$ cat src/rtl/cla_pipe_adder.sv
// Two-stage pipelined adder/subtractor: the lower half is added in S1, the upper half in S2,
// each half built from GROUP-bit carry-lookahead groups chained by ripple carry.
module cla_pipe_adder #(
    parameter int WIDTH = 16,
    parameter int GROUP = 4
) (
    input  logic             clk,
    input  logic             rst_n,
    input  logic             in_valid,
    output logic             in_ready,
    input  logic [WIDTH-1:0] a,
    input  logic [WIDTH-1:0] b,
    input  logic             cin,
    input  logic             sub,
    output logic             out_valid,
    input  logic             out_ready,
    output logic [WIDTH-1:0] sum,
    output logic             cout,
    output logic             ovf
);

    localparam int HALF = WIDTH / 2;
    localparam int NGRP = HALF / GROUP;

    // One lookahead group: every internal carry is a flat sum of products of g/p and ci.
    function automatic logic [GROUP:0] cla_group(input logic [GROUP-1:0] x,
                                                 input logic [GROUP-1:0] y,
                                                 input logic             ci);
        logic [GROUP-1:0] g;
        logic [GROUP-1:0] p;
        logic [GROUP:0]   c;
        logic             prod;
        g    = x & y;
        p    = x ^ y;
        c    = '0;
        c[0] = ci;
        for (int k = 0; k < GROUP; k++) begin
            c[k+1] = g[k];
            prod   = p[k];
            for (int j = k - 1; j >= 0; j--) begin
                c[k+1] = c[k+1] | (prod & g[j]);
                prod   = prod & p[j];
            end
            c[k+1] = c[k+1] | (prod & ci);
        end
        return {c[GROUP], p ^ c[GROUP-1:0]};
    endfunction

    // Half-width adder: lookahead inside each group, ripple between groups.
    function automatic logic [HALF:0] cla_half(input logic [HALF-1:0] x,
                                               input logic [HALF-1:0] y,
                                               input logic            ci);
        logic [HALF-1:0] s;
        logic            c;
        logic [GROUP:0]  r;
        s = '0;
        c = ci;
        for (int gi = 0; gi < NGRP; gi++) begin
            r = cla_group(x[gi*GROUP +: GROUP], y[gi*GROUP +: GROUP], c);
            s[gi*GROUP +: GROUP] = r[GROUP-1:0];
            c = r[GROUP];
        end
        return {c, s};
    endfunction

    logic [WIDTH-1:0] b_eff;
    logic             c_eff;
    logic [HALF:0]    lo_res;
    logic [HALF:0]    hi_res;
    logic             s2_free;
    logic             ovf_next;

    logic             s1_valid_reg;
    logic [HALF-1:0]  s1_lo_sum_reg;
    logic             s1_lo_cout_reg;
    logic [HALF-1:0]  s1_a_hi_reg;
    logic [HALF-1:0]  s1_b_hi_reg;

    assign b_eff    = sub ? ~b : b;
    assign c_eff    = sub ? 1'b1 : cin;
    assign lo_res   = cla_half(a[HALF-1:0], b_eff[HALF-1:0], c_eff);
    assign hi_res   = cla_half(s1_a_hi_reg, s1_b_hi_reg, s1_lo_cout_reg);
    assign ovf_next = (s1_a_hi_reg[HALF-1] == s1_b_hi_reg[HALF-1]) &&
                      (hi_res[HALF-1] != s1_a_hi_reg[HALF-1]);

    assign s2_free  = !out_valid || out_ready;
    assign in_ready = !s1_valid_reg || s2_free;

    always_ff @(posedge clk or negedge rst_n) begin
        if (!rst_n) begin
            s1_valid_reg <= 1'b0;
            out_valid    <= 1'b0;
            sum          <= '0;
            cout         <= 1'b0;
            ovf          <= 1'b0;
        end else begin
            if (in_ready) begin
                s1_valid_reg <= in_valid;
            end
            if (s2_free) begin
                out_valid <= s1_valid_reg;
            end
            if (s1_valid_reg && s2_free) begin
                sum  <= {hi_res[HALF-1:0], s1_lo_sum_reg};
                cout <= hi_res[HALF];
                ovf  <= ovf_next;
            end
        end
    end

    // S1 payload carries no reset; its valid bit alone qualifies it.
    always_ff @(posedge clk) begin
        if (in_valid && in_ready) begin
            s1_lo_sum_reg  <= lo_res[HALF-1:0];
            s1_lo_cout_reg <= lo_res[HALF];
            s1_a_hi_reg    <= a[WIDTH-1:HALF];
            s1_b_hi_reg    <= b_eff[WIDTH-1:HALF];
        end
    end

endmodule

$ cat config.mk
export PLATFORM = sky130hd
export DESIGN_NAME = cla_pipe_adder
export DESIGN_NICKNAME = d
export VERILOG_FILES = /design/src/rtl/cla_pipe_adder.sv
export SDC_FILE = /design/constraint.sdc
export NUM_CORES = 1
export LEC_CHECK = 0
export ABC_AREA = 1
export CAP_MARGIN = 10
export CORE_MARGIN = 5
export CORE_UTILIZATION = 50
export CTS_BUF_LIST = sky130_fd_sc_hd__clkbuf_4 sky130_fd_sc_hd__clkbuf_8 sky130_fd_sc_hd__clkbuf_16
export DETAILED_ROUTE_END_ITERATION = 8
export GPL_TIMING_DRIVEN = 0
export PLACE_DENSITY = 0.8
export SLEW_MARGIN = 0
export SYNTH_ARGS = -nofsm -noshare
export SYNTH_HDL_FRONTEND = slang
export SYNTH_SLANG_ARGS = --single-unit
export TNS_END_PERCENT = 30
$ cat constraint.sdc
create_clock -name clk -period 5.35 [get_ports clk]
set_input_delay 0.535 -clock clk [delete_from_list [all_inputs] [get_ports clk]]
set_output_delay 0.535 -clock clk [all_outputs]
set_load 0.01 [all_outputs]
## Yosys cells after proc, flatten, opt, wreduce, memory -nomap -nowiden

Index checks and enable logic that the tools add are counted.

| operators by class | value |
|---|---|
| eq/ne operators | 2 |
| mux-type cells | 2 |
| bitwise gates (word level) | 117 |
| reductions and logical operators | 7 |

Operators with widths:

| cell | count |
|---|---|
| AND 1 bit | 64 |
| OR 1 bit | 40 |
| XOR 4 bit | 8 |
| AND 4 bit | 4 |
| two-way mux 16 bit | 1 |
| NOT 16 bit | 1 |
| logical AND 1 bit | 3 |
| logical NOT 1 bit | 2 |
| logical OR 1 bit | 2 |
| == test 1 bit | 1 |
| two-way mux 1 bit | 1 |
| inequality test 1 bit | 1 |

| word-level totals | value |
|---|---|
| register bits after elaboration | 45 |
| input bits | 38 |
| logic and storage cells | 137 |

## Depth between registers and ports, before layout

| depth | value |
|---|---|
| depth in word-level cells | 11 |
| mapped depth | 12 |

## Worst setup path before layout

OpenSTA, ideal clock, no wires.

| path | value |
|---|---|
| path type | in2reg |
| from | in sub |
| to | reg s1_lo_sum_reg[5], data pin |
| library setup time | 260 ps |
| data arrival time | 2211 ps |
| data required time | 5090 ps |
| setup slack | 2879 ps |
| stages | 11 |
| cell sequence | buf_6 -> buf_4 -> xor2_1 -> ha_1 -> inv_1 -> nor2_1 -> nand3_1 -> nand4_2 -> inv_1 -> fa_1 -> xnor2_1 |

| between the ends | value |
|---|---|
| longest elaborated chain between the ends | 10 |

RTL lines:

| element | line | RTL |
|---|---|---|
| from (decl) | 14 | `input logic sub,` |
| two-way mux 16 bit | 79 | `assign b_eff = sub ? ~b : b;` |
| XOR 4 bit or AND 4 bit (tied branches) | 34, 33 |  |
| AND 1 bit, on equally long branches | 41, 42 |  |
| OR 1 bit (tied with other cells) (2 in series) | 41 | `c[k+1] = c[k+1] \| (prod & g[j]);` |
| OR 1 bit or AND 1 bit (tied branches) | 41, 44 |  |
| OR 1 bit | 44 | `c[k+1] = c[k+1] \| (prod & ci);` |
| AND 1 bit | 44 |  |
| OR 1 bit | 44 |  |
| XOR 4 bit (*) | 46 | `return {c[GROUP], p ^ c[GROUP-1:0]};` |
| net lo_res[5] | 68 | `logic [HALF:0] lo_res;` |
| to (signal assigned) | 114 | `s1_lo_sum_reg <= lo_res[HALF-1:0];` |
| to (decl) | 74 | `logic [HALF-1:0] s1_lo_sum_reg;` |

The timed path passes the listed nets; every way through them passes the cells marked *.
A chain may end at the register's enable or synchronous reset.

## Final worst setup path

| path | value |
|---|---|
| from | in b[1] |
| to | reg s1_lo_sum_reg[5], data pin |

| between the ends | value |
|---|---|
| longest elaborated chain between the ends | 10 |

RTL lines:

| element | line | RTL |
|---|---|---|
| from (decl) | 12 | `input logic [WIDTH-1:0] b,` |
| NOT 16 bit | 79 |  |
| two-way mux 16 bit (*) | 79 |  |
| AND 4 bit or XOR 4 bit (tied branches) | 33, 34 |  |
| AND 1 bit, on equally long branches | 41, 42 |  |
| OR 1 bit (tied with other cells) | 41 |  |
| OR 1 bit or AND 1 bit (tied branches) | 41, 44 |  |
| OR 1 bit (*) | 44 |  |
| AND 1 bit (*) | 44 |  |
| OR 1 bit (*) | 44 |  |
| XOR 4 bit (*) | 46 |  |
| net lo_res[5] | 68 |  |

Marked as above.

==> metrics <==
status finished clean; max FFs per register 16; VDD IR max 0.000135 V; area delta synth->final 30.6%; Post-synth EDFFs 25; post_cts resized 0; Worst EP required 5.40 ns; Worst Setup Start Kind input port; arrival time worst endpoint 2.40 ns; Final Non-Filler Cells 379; Pleak 1.49 nW; Initial Utilization 51.8%; max-cap viol count 0; distinct cell type count after synthesis 30; row count 25; CP Capture Type flip-flop; Clock Path Buffers 2; met2 routed WL 2.31 mm; All-Layer GR Usage 15.4%; Top reg by flops sum; Vias/cell 4.70; final setup vio count 0; CP Cell Sequence clkdlybuf4s50_1 > xor2_1 > ha_1 > inv_1 > nor2_1 > nand2_1 > nand4_2 > inv_1 > fa_1 > xnor2_1; setup ws final 3.00 ns; Synth warnings 0; first-pass GRT wire length 7.53 mm; Worst path top cell family by delay adder cells; post-synthesis area per instance 9.93 sq um; DRT Pass-1 Iters 4; list of most frequent post-synthesis cells 76 x nand2_1, 26 x inv_1, 25 x edfxtp_1, 20 x dfrtp_1, 17 x xor2_1; # DRC 0; slowest stage cell on the critical path clkdlybuf4s50_1; sequential fraction of the synthesis area 50.8%; CTS tree done; Core Util, Final 67.7%; Clock Latency Late Sink 0.30 ns; Slew Limit Fails 0; post-synthesis cell area 2460 sq um; hpwl dp 3.56 mm; WL met3 274 um; n_diodes 0; maximum number of pins on one net before global-route repair 26; Fin Setup TNS 0 ns; CTS Buf Count 5; actual slew at the worst max-slew pin 0.945 ns; Worst Clk Skew 0.00499 ns; Main synth FF type edfxtp_1; H-tree levels 2; share of cells above drive strength 1 7.69%; Die Ht 80.2 um; vias in the first global route 1763; Clock Sinks 45; full die area 6430 sq um; WP buf/inv 3; Final #Nets 369; core box area 4750 sq um; initial antenna violation count 0; PwrDens 345 nW/um^2; Synth Register Bits 45; Hold Vio Cnt, Final 0; CTS clk-pin slew, worst paths 0.08 ns; RSZ-0062 raised after global routing no; Placer Congestion 0.893; Post-CTS Setup Repair Bufs 0; Max Clk Rate 0.425 GHz; post-synth top area share 30.5%; overall power 1.11 mW; vias 1783; WL met1 1.80 mm; Die W 80.2 um; Iter 0 DRT Violations 69; CP most frequent cell inv_1; number of I/O pins 58; top post-synthesis cells by area edfxtp_1 30%, dfrtp_1 20%, nand2_1 12%, ha_1 8.1%, xor2_1 6.0%; final wirelength 4.50 mm; wire per inst 11.9 um; worst setup path category input port to flip-flop; worst-path fanout max 4; Async SR Flop Fraction 44.4%; top-count cell post-synth nand2_1; Tcrit/Tclk final 43.9%; pre-CTS WS 2.68 ns; Post-DRT Antenna Nets 0; cell taking the most area after synthesis edfxtp_1; crit path time final 2.35 ns; I/O Buffers 56; Worst path max stage delay 0.41 ns; Hold Buf Count CTS 0; post-placement cell count 371; Slew headroom 36.9%; Synth Net Count 306; grt total ovfl 0; Hold Crit Class flip-flop to flip-flop; Post-Syn Instances 248; highest metal used met4; clock root buffer clkbuf_8
[cells in the final DEF, fill, tap and decap left out, types with 4 or more instances in the layout]
cell type / count
o21ai_0: 4
nor2_1: 8
xor2_1: 17
clkdlybuf4s50_1: 56
nand2_1: 76
fa_1: 4
xnor2_1: 6
nand3_1: 15
clkbuf_8: 5
inv_1: 26
a21oi_1: 6
dfrtp_1: 20
edfxtp_1: 25
ha_1: 16
[metal layers]
layer	track usage (%)	vias to the layer above
met1	16.6	806
met5	0	-
met3	4.04	10
met2	27.6	49
li1	-	918
met4	7.94	0
[kinds of logic after synthesis]
kind of cell,synth area share (%)
AOI/OAI and AO/OA,3.81
xor gates and xnor gates,8.18
adders and majority gates,11.4
buffers and inverters,5.94
DFF,50.8
and+or+nand+nor,19.9
[per-stage QoR]
stage | hold slack (ns) | area [sq um]
floorplan | 0.239 | 2460
global placement | 0.424 | 3110
detailed placement | 0.426 | 3110
CTS | 0.449 | 3220
global route | 0.466 | 3220
finish | 0.446 | 3220
[power breakdown]
group,switching [mW],internal [mW]
clock,0.112,0.137
sequential,0.0368,0.450
combinational,0.183,0.192
[worst paths after layout]
path / start / endpoint / slack [ns] / cells past startpoint
hold / removal: s1_lo_sum_reg[2] / sum[2] / 0.45 / 2
hold reg to reg: s1_lo_sum_reg[2] / sum[2] / 0.45 / 2
setup reg to reg: s1_a_hi_reg[3] / sum[13] / 3.34 / 8
min in group asynchronous: rst_n / sum[8] / 0.72 / 1
setup / recovery: b[1] / s1_lo_sum_reg[5] / 3.00 / 10
max in group asynchronous: rst_n / sum[4] / 4.09 / 1
[worst min-delay path, stage by stage, from the launching register on]
cell      delay, ns
edfxtp_1       0.32
nand2_1        0.05
nand2_1        0.05
[layout make-up]
type / instances / area (sq um)
repair buffers: 56 / 561
clock buffers: 5 / 68.8
inverters: 30 / 113
multi-input cells: 168 / 1070
clock inverters: 3 / 41.3
well taps: 67 / 83.8
flip-flops and latches: 45 / 1250
plain buffers: 5 / 33.8
fillers: 396 / 1540
Power figures use the tool's default switching activity.
